## src/rtl/gmii_tx_arbiter.sv

```systemverilog
// gmii_tx_arbiter
// Shares one GMII transmit path between a time-sensitive source (port 0) and a
// best-effort source (port 1), feeding the downstream TX CRC/output stage.
// One source is granted per frame and its bytes are forwarded one cycle late.
// After each frame a gap covers the appended CRC bytes plus the inter-frame gap.
// Frames longer than MAX_FRAME are cut with a one-cycle error marker.
// Build option: define GMII_TX_ARB_RR_EN for round-robin tie breaking; without
// it port 0 has strict priority.

module gmii_tx_arbiter #(
   parameter int GAP_CYCLES    = 16,
   parameter int MAX_FRAME     = 1530,
   parameter int START_TIMEOUT = 32
) (
   input  logic        clk,
   input  logic        rst,
   input  logic        req0,
   output logic        grant0,
   input  logic        gmii_dv0,
   input  logic        gmii_er0,
   input  logic [7:0]  gmii_data0,
   input  logic        req1,
   output logic        grant1,
   input  logic        gmii_dv1,
   input  logic        gmii_er1,
   input  logic [7:0]  gmii_data1,
   output logic        ppt2gtc_gmii_dv,
   output logic        ppt2gtc_gmii_er,
   output logic [7:0]  ppt2gtc_gmii_data,
   output logic [15:0] trunc_cnt
);

   localparam int TW = (START_TIMEOUT > 1) ? $clog2(START_TIMEOUT) : 1;
   localparam logic [TW-1:0] TMO_LAST    = TW'(START_TIMEOUT - 1);
   localparam logic [7:0]    GAP_LOAD    = 8'(GAP_CYCLES);
   localparam logic [12:0]   FRAME_LIMIT = 13'(MAX_FRAME);

   typedef enum logic [1:0] {IDLE, GRANT, XMIT, GAP} state_t;

   state_t         state, state_nxt;
   logic           sel, sel_nxt;
   logic           win;
   logic [7:0]     gap_cnt, gap_nxt, gap_dec;
   logic [12:0]    byte_cnt, byte_nxt;
   logic [TW-1:0]  tmo_cnt, tmo_nxt;
   logic           grant0_nxt, grant1_nxt;
   logic           dv_nxt, er_nxt;
   logic [7:0]     data_nxt;
   logic [15:0]    trunc_nxt;
   logic           src_dv, src_er;
   logic [7:0]     src_data;

   // The owning source's GMII signals; the other port is never looked at
   assign src_dv   = sel ? gmii_dv1   : gmii_dv0;
   assign src_er   = sel ? gmii_er1   : gmii_er0;
   assign src_data = sel ? gmii_data1 : gmii_data0;

   // Gap counter value after this cycle, floored at zero while draining a source
   assign gap_dec = (gap_cnt != 8'd0) ? gap_cnt - 8'd1 : 8'd0;

`ifdef GMII_TX_ARB_RR_EN
   logic rr_last, rr_nxt;

   // On a tie the port that did not own the previous grant wins
   assign win = (req0 && req1) ? ~rr_last : req1;

   // Remembers which port owned the most recently ended grant
   always_ff @(posedge clk or posedge rst) begin
      if (rst) rr_last <= 1'b1;
      else     rr_last <= rr_nxt;
   end
`else
   // Port 0 wins whenever it is requesting
   assign win = ~req0;
`endif

   // Next-state and next-output decode for the grant/forward/gap sequence
   always_comb begin
      state_nxt  = state;
      sel_nxt    = sel;
      gap_nxt    = gap_cnt;
      byte_nxt   = byte_cnt;
      tmo_nxt    = tmo_cnt;
      grant0_nxt = grant0;
      grant1_nxt = grant1;
      dv_nxt     = 1'b0;
      er_nxt     = 1'b0;
      data_nxt   = 8'h00;
      trunc_nxt  = trunc_cnt;
`ifdef GMII_TX_ARB_RR_EN
      rr_nxt     = rr_last;
`endif
      case (state)
         IDLE: begin
            if (req0 || req1) begin
               sel_nxt    = win;
               grant0_nxt = ~win;
               grant1_nxt = win;
               tmo_nxt    = '0;
               state_nxt  = GRANT;
            end
         end
         GRANT: begin
            if (src_dv) begin
               dv_nxt    = 1'b1;
               er_nxt    = src_er;
               data_nxt  = src_data;
               byte_nxt  = 13'd1;
               state_nxt = XMIT;
            end else if (tmo_cnt == TMO_LAST) begin
               grant0_nxt = 1'b0;
               grant1_nxt = 1'b0;
               tmo_nxt    = '0;
               state_nxt  = IDLE;
`ifdef GMII_TX_ARB_RR_EN
               rr_nxt     = sel;
`endif
            end else begin
               tmo_nxt = tmo_cnt + 1'b1;
            end
         end
         XMIT: begin
            if (byte_cnt > FRAME_LIMIT) begin
               grant0_nxt = 1'b0;
               grant1_nxt = 1'b0;
               gap_nxt    = GAP_LOAD;
               trunc_nxt  = (trunc_cnt != 16'hFFFF) ? trunc_cnt + 16'd1 : trunc_cnt;
               state_nxt  = GAP;
`ifdef GMII_TX_ARB_RR_EN
               rr_nxt     = sel;
`endif
            end else if (!src_dv) begin
               grant0_nxt = 1'b0;
               grant1_nxt = 1'b0;
               gap_nxt    = GAP_LOAD;
               state_nxt  = GAP;
`ifdef GMII_TX_ARB_RR_EN
               rr_nxt     = sel;
`endif
            end else if (byte_cnt == FRAME_LIMIT) begin
               dv_nxt   = 1'b1;
               er_nxt   = 1'b1;
               data_nxt = 8'h00;
               byte_nxt = byte_cnt + 13'd1;
            end else begin
               dv_nxt   = 1'b1;
               er_nxt   = src_er;
               data_nxt = src_data;
               byte_nxt = byte_cnt + 13'd1;
            end
         end
         GAP: begin
            gap_nxt = gap_dec;
            if ((gap_dec == 8'd0) && !src_dv) begin
               state_nxt = IDLE;
            end
         end
         default: state_nxt = IDLE;
      endcase
   end

   // State, counters and all outputs are registered
   always_ff @(posedge clk or posedge rst) begin
      if (rst) begin
         state             <= IDLE;
         sel               <= 1'b0;
         gap_cnt           <= 8'd0;
         byte_cnt          <= 13'd0;
         tmo_cnt           <= '0;
         grant0            <= 1'b0;
         grant1            <= 1'b0;
         ppt2gtc_gmii_dv   <= 1'b0;
         ppt2gtc_gmii_er   <= 1'b0;
         ppt2gtc_gmii_data <= 8'h00;
         trunc_cnt         <= 16'd0;
      end else begin
         state             <= state_nxt;
         sel               <= sel_nxt;
         gap_cnt           <= gap_nxt;
         byte_cnt          <= byte_nxt;
         tmo_cnt           <= tmo_nxt;
         grant0            <= grant0_nxt;
         grant1            <= grant1_nxt;
         ppt2gtc_gmii_dv   <= dv_nxt;
         ppt2gtc_gmii_er   <= er_nxt;
         ppt2gtc_gmii_data <= data_nxt;
         trunc_cnt         <= trunc_nxt;
      end
   end

endmodule
```

## config.mk

```make
export PLATFORM = sky130hd
export DESIGN_NAME = gmii_tx_arbiter
export DESIGN_NICKNAME = d
export VERILOG_FILES = /design/src/rtl/gmii_tx_arbiter.sv
export SDC_FILE = /design/constraint.sdc
export NUM_CORES = 1
export LEC_CHECK = 0
export BUFFER_PORTS_ARGS = -buffer_cell sky130_fd_sc_hd__buf_2
export CORE_MARGIN = 1
export CORE_UTILIZATION = 48
export CTS_CLUSTER_SIZE = 24
export DETAILED_ROUTE_END_ITERATION = 7
export PLACE_DENSITY_LB_ADDON = 0.15
export SLEW_MARGIN = 15
export SYNTH_ARGS = -nofsm -noshare
export SYNTH_HDL_FRONTEND = slang
export SYNTH_SLANG_ARGS = --single-unit
export TNS_END_PERCENT = 20
```

## constraint.sdc

```tcl
create_clock -name clk -period 1.95 [get_ports clk]
set_input_delay 0.195 -clock clk [delete_from_list [all_inputs] [get_ports clk]]
set_output_delay 0.195 -clock clk [all_outputs]
set_load 0.01 [all_outputs]
```

==> impl_results.md, run 1 <==
- Status: complete, but fails checks
- Failing checks: negative setup slack
- Post-synthesis sequential area ratio: 44.93%
- DR top layer: met4
- Overall Global Routing Usage: 21.39%
- Core Footprint: 6350 um^2
- Post-route antenna net violation count: 0
- Gpl congestion: 0.8487
- Syn Area/Cell: 9.889 um^2
- CTS HTree Levels: 3
- Drt drc: 0
- Most common cell after layout, fill and taps aside: dfrtp_1
- Largest net degree at the start of global routing: 25
- Layout Skew: 7.592 ps
- Worst endpoint required time: 2220 ps
- Metal-1 WL: 3388 um
- Clk slew on worst S/H paths: 60 ps
- FP Rows: 29
- Worst rel slew slack: 67.68%
- Netlist Area Pre-Place: 3174 um^2
- PortBufs: 51
- Detailed Routing Iterations Pass 1: 5
- Hold violation total from the final report: 0
- Post-synth EDFFs: 0
- Max_cap viols: 0
- Bufs on Longest Clock Path: 2
- Final setup viols: 26
- Sink Count: 57
- Reg2reg path depth: 8
- Per-cell routed wire length: 13.84 um
- Post-Layout Inst Area: 4179 um^2
- Initial drt markers: 139
- CP delay by family, top: simple AND/OR/NAND/NOR gates
- HP Start: req0
- Commonest cells after routing, fill and taps aside: dfrtp_1 (57), buf_2 (51), buf_4 (48), nor2_1 (40), nand2_1 (23)
- FF+latch count, synth: 57
- WL met3: 377 um
- Period minus WS final: 2012 ps
- Clock latency on the worst-skew pair: 340 ps
- Critical Path End Type: flip-flop
- Multi-input logic area: 1722 um^2
- F_max: 497.0 MHz
- Root buffer cell: clkbuf_8
- Critical Path Source Type: flip-flop
- Die X: 83.32 um
- Crit Path Class: flip-flop to flip-flop
- Slew at the pin closest to its max-slew limit: 484.1 ps
- Inst Count DP: 489
- Wire length on met2: 3141 um
- Final Non-Filler Cells: 507
- RSZ-0062 raised after global routing: yes
- Max Slew Vio Count: 0
- Power Density: 602.8 nW/um^2
- Starting density of the core: 49.99%
- CTS buffer count: 9
- DR vias/cell: 5.452
- Ant diodes: 0
- Synth unique cells: 59
- Ys async rst share: 100.0%
- Reg2reg start: byte_cnt[0]$_DFFE_PP0P_
- WP data arrival: 2280 ps
- VDD IR max: 416.5 uV
- Synthesized Nets: 356
- Max incr delay on CP: 490 ps
- Worst Hold Path EP: sel$_DFFE_PP0P_
- Final period utilization: 103.2%
- Min setup slack post-route: -62.17 ps
- Leak: 2.106 nW
- Total Routed Length: 7015 um
- Post-synth top flop: dfrtp_1
- Wire length of the first global-routing pass: 11,880 um
- Cell Chain, Critical Path: inv_1 > ha_1 > or4b_4 > o41ai_4 > buf_4 > o211ai_1 > xor2_1 > nor2_1
- Layout cells sized above 1: 34.19%
- Slowest CP cell: or4b_4
- Crit Path Max Fanout: 7
- Mapped Cells: 321
- Die extent in y: 83.32 um
- RR Endpoint: byte_cnt[4]$_DFFE_PP0P_
- Worst hold path depth: 2
- Crit path buf inv count: 2
- Synth Warn #: 0
- R2r setup slk: -60 ps
- Area of the die: 6942 um^2
- Initial antenna violation count: 0
- Placed cell areas: 3876 um^2
- HP Class: input port to flip-flop
- Area grow syn2layout: 31.65%
- Vias in the first global route: 2,595
- Grt ovf: 0
- Filler instances: 497
- Final layout net count: 460
- CTS tree: yes
- # IOs: 52
- Storage cell area: 1426 um^2
- Post-DP HPWL: 5285 um
- Vias: 2,764
- Final core area utilization: 65.81%
- WHS: 86.57 ps
## worst max-delay path by stage
stage,cells after the start,to,slack [ps],from
floorplan,7,trunc_cnt[1]$_DFFE_PP0P_,-160,byte_cnt[0]$_DFFE_PP0P_
global route,8,byte_cnt[6]$_DFFE_PP0P_,-190,byte_cnt[0]$_DFFE_PP0P_
global placement,5,state[0]$_DFFE_PP0P_,-20,gap_cnt[6]$_DFFE_PP0P_
detailed placement,5,state[0]$_DFFE_PP0P_,-50,gap_cnt[6]$_DFFE_PP0P_
finish,8,byte_cnt[4]$_DFFE_PP0P_,-60,byte_cnt[0]$_DFFE_PP0P_
CTS,8,trunc_cnt[14]$_DFFE_PP0P_,-50,byte_cnt[0]$_DFFE_PP0P_
## area by class of cell
class,instances,share of cell area [%]
clock inverters,5,1.856
multi-input cells,242,41.20
well taps,77,2.305
repair buffers,102,15.72
flip-flops and latches,57,34.13
clock buffers,11,3.623
inverters,13,1.168
## Yosys cell counts (2+ instances only)
cell       number  area share, %
a31oi_1         2           0.39
o2111ai_1       2           0.55
nor2b_1         3           0.59
o21ai_0        12            1.9
nor2_1         41            4.8
and3_1          6            1.2
xnor2_1         2           0.55
and4_1          2           0.55
nand2_1        23            2.7
dfrtp_1        57             45
o22ai_1         3           0.59
a21boi_0        2           0.47
clkbuf_1        2           0.24
a22o_1          4            1.1
nand3_1        16            2.5
xor2_1         20            5.5
or2_2           3           0.59
nor3_1         10            1.6
o211ai_1        6            1.4
mux2i_1        13            4.1
nand2b_1        2           0.39
a21oi_1         8            1.3
o2bb2ai_1       5            1.4
o31a_1          2           0.55
nor4_1          7            1.4
nand4_1         5           0.99
inv_1          13            1.5
buf_6           2           0.71
mux2_2          5            1.8
a41oi_1         3           0.83
buf_2           2           0.32
ha_1           11            4.3
## power breakdown
group / switching (mW) / internal, mW / leakage [nW]
clock: 0.476 / 0.784 / 0.115
combinational: 0.0441 / 0.0313 / 1.21
sequential: 0.000515 / 1.18 / 0.780
total: 0.520 / 2.00 / 2.11
## worst register-to-register path, cell delays in order, from the launching register on
cell	delay, ps
dfrtp_1	380
inv_1	60
ha_1	160
or4b_4	490
o41ai_4	260
buf_4	210
o211ai_1	120
xor2_1	170
nor2_1	110
## through the flow
stage,setup slack [ps],TNS (ps),power [mW]
floorplan,-158.9,-2732,1.239
global placement,-15.02,-34.83,1.280
detailed placement,-45.42,-501.3,1.282
CTS,-54.33,-855.0,2.543
global route,-188.8,-4471,2.592
finish,-62.17,-925.3,2.519
## cell families (layout without fill, tap and decap cells)
kind of cell               Yosys count  after routing  share of synthesized area (%)
and+or+nand+nor                    130            130                          21.36
AOI/OAI and AO/OA                   61             61                          14.11
DFF                                 57             57                          44.94
xor gates and xnor gates            22             22                          6.070
buffers and inverters               22            131                          3.311
muxes                               18             18                          5.873
adders and majority gates           11             11                          4.336
## sequential cells by signal, indices dropped and copies added, names as in the netlist, named ones only
| signal | cells |
|---|---|
| byte_cnt | 13 |
| gap_cnt | 8 |
| grant0 | 1 |
| grant1 | 1 |
| ppt2gtc_gmii_data | 8 |
| ppt2gtc_gmii_dv | 1 |
| ppt2gtc_gmii_er | 1 |
| sel | 1 |
| state | 1 |
| tmo_cnt | 5 |
| trunc_cnt | 16 |
## metal layers
metal	vias up	track usage, %
li1	1381	-
met1	1297	29.13
met2	77	32.64
met3	9	5.467
met4	0	8.464
met5	-	0
## timing repair
action | 4_1_cts | 5_1_grt
gates resized for setup | 5 | 7
hold buffers | 1 | 0
buffers inserted | 0 | 1
pin swaps | 3 | 4
setup endpoints to repair | 31 | 48
endpoints found under the hold margin | 22 | 0
Power figures use the tool's default switching activity.
==> run 2, diff against run 1 <==
- CTS_BUF_LIST: not set -> sky130_fd_sc_hd__clkbuf_16
- clock period: 1.95 -> 1.8 ns (I/O delays scaled with it)
==> run 2 against run 1 <==
  * The flow still finishes with violations (negative setup slack)
  * Via count is 2.5% higher
  * Utilization up 4.2 points
  * Routed wire length increased by 5.1%
  * Clock power increased by 39%
  * Hold slack gained 10 ps
  * Critical endpoint is now trunc_cnt[8]$_DFFE_PP0P_
  * Largest cell class unchanged
  * Highest routed layer unchanged
==> impl_results.md, run 2 (same netlist as run 1, synthesis figures left out) <==
- Status: complete, but fails checks
- Failing checks: negative setup slack
- Power Density: 702.0 nW/um^2
- # IOs: 52
- Min setup slack post-route: -217.3 ps
- Grt ovf: 0
- Crit Path Max Fanout: 11
- Final setup viols: 42
- Die extent in y: 83.32 um
- CTS buffer count: 9
- Drt drc: 0
- HP Class: input port to flip-flop
- Detailed Routing Iterations Pass 1: 4
- Gpl congestion: 0.8478
- Total power draw: 3.122 mW
- Per-cell routed wire length: 13.99 um
- Storage cell area: 1426 um^2
- Area grow syn2layout: 40.13%
- Core Footprint: 6350 um^2
- Multi-input logic area: 1739 um^2
- Slew at the pin closest to its max-slew limit: 472.3 ps
- Clock latency on the worst-skew pair: 320 ps
- Largest net degree at the start of global routing: 41
- WP data arrival: 2210 ps
- Reg2reg start: byte_cnt[0]$_DFFE_PP0P_
- Post-DP HPWL: 5342 um
- Root buffer cell: clkbuf_16
- R2r setup slk: -220 ps
- CP Launch Point: byte_cnt[0]$_DFFE_PP0P_
- Clk slew on worst S/H paths: 50 ps
- Pre-CTS WS: -214.1 ps
- Layout cells sized above 1: 38.44%
- Worst hold path depth: 2
- Ant diodes: 0
- Crit Path Class: flip-flop to flip-flop
- RR Endpoint: trunc_cnt[8]$_DFFE_PP0P_
- Placed cell areas: 4039 um^2
- CTS HTree Levels: 3
- Post-Layout Inst Area: 4448 um^2
- Final period utilization: 112.1%
- Leak: 2.255 nW
- Hold violation total from the final report: 0
- Worst endpoint required time: 1990 ps
- CTS tree: yes
- DR vias/cell: 5.374
- HP Start: req0
- Vias in the first global route: 2,733
- Most flop-heavy register: trunc_cnt
- Post-route antenna net violation count: 0
- Period minus WS final: 2017 ps
- Total Routed Length: 7375 um
- Sink Count: 57
- Most common cell after layout, fill and taps aside: buf_4
- Max_cap viols: 0
- Commonest cells after routing, fill and taps aside: buf_4 (65), dfrtp_1 (57), buf_2 (51), nor2_1 (39), nand2_1 (21)
- Critical Path Source Type: flip-flop
- Starting density of the core: 49.99%
- FP Rows: 29
- Initial drt markers: 98
- Final core area utilization: 70.05%
- Vias: 2,832
- Final layout net count: 480
- Biggest regs: trunc_cnt x16, byte_cnt x13
- F_max: 495.7 MHz
- Critical Path End Type: flip-flop
- Bufs on Longest Clock Path: 2
- Initial antenna violation count: 0
- VDD IR max: 621.1 uV
- Worst Hold Path EP: sel$_DFFE_PP0P_
- Filler instances: 476
- Max Slew Vio Count: 0
- PortBufs: 51
- Area of the die: 6942 um^2
- Die X: 83.32 um
- Worst rel slew slack: 68.51%
- Max reg flops: 16
- Wire length of the first global-routing pass: 12,980 um
- Layout Skew: 6.315 ps
- RSZ-0062 raised after global routing: yes
- Reg2reg path depth: 8
- Overall Global Routing Usage: 23.34%
- Setup TNS: -6053 ps
-- run 2: layout make-up --
cell class / count / share of cell area [%]
well taps: 77 / 2.166
flip-flops and latches: 57 / 32.07
multi-input cells: 242 / 39.10
inverters: 13 / 1.097
clock buffers: 9 / 5.063
repair buffers: 122 / 18.59
clock inverters: 7 / 1.913
-- run 2: worst max path at each step --
stage / end / slack (ps) / cells past startpoint
final: trunc_cnt[8]$_DFFE_PP0P_ / -220 / 8
after global routing: byte_cnt[6]$_DFFE_PP0P_ / -300 / 8
after CTS: trunc_cnt[8]$_DFFE_PP0P_ / -230 / 8
after detailed placement: trunc_cnt[8]$_DFFE_PP0P_ / -210 / 8
after global placement: trunc_cnt[14]$_DFFE_PP0P_ / -160 / 8
after floorplan: trunc_cnt[1]$_DFFE_PP0P_ / -310 / 7
-- run 2: per-stage QoR --
stage | instances | hold WS [ps]
final | 527 | 96.78
after global routing | 527 | 96.35
after CTS | 526 | 78.42
after detailed placement | 509 | 189.0
after global placement | 509 | 180.5
after floorplan | 321 | 269.8
-- run 2: report_power, final --
| part | internal [mW] | switching [mW] | total, mW |
|---|---|---|---|
| logic | 0.0368 | 0.0501 | 0.0870 |
| clock network | 1.19 | 0.557 | 1.75 |
| registers | 1.28 | 0.000482 | 1.29 |
| total | 2.51 | 0.608 | 3.12 |
-- run 2: what timing repair did --
action | 4_1_cts | 5_1_grt
gates resized for setup | 8 | 15
endpoints found under the hold margin | 17 | 0
endpoints found under the setup margin | 49 | 51
hold buffers | 1 | 0
pin swaps | 4 | 3
buffers inserted | 0 | 1
cloned | 0 | 0
-- run 2: routing by layer --
| metal | up-vias | global-route usage [%] | routed length, um |
|---|---|---|---|
| met5 | - | 0 | 0 |
| met4 | 0 | 9.404 | 123 |
| met3 | 11 | 4.672 | 321 |
| met2 | 70 | 36.21 | 3340 |
| met1 | 1337 | 32.08 | 3589 |
| li1 | 1414 | - | - |
-- run 2: worst max-delay path, stage by stage, from the launching register on --
cell and delay (ps):
dfrtp_1 370, inv_1 70, ha_2 170, or4b_4 480
o41ai_4 240, or2_4 210, buf_12 130, nor3_1 60
xor2_1 160
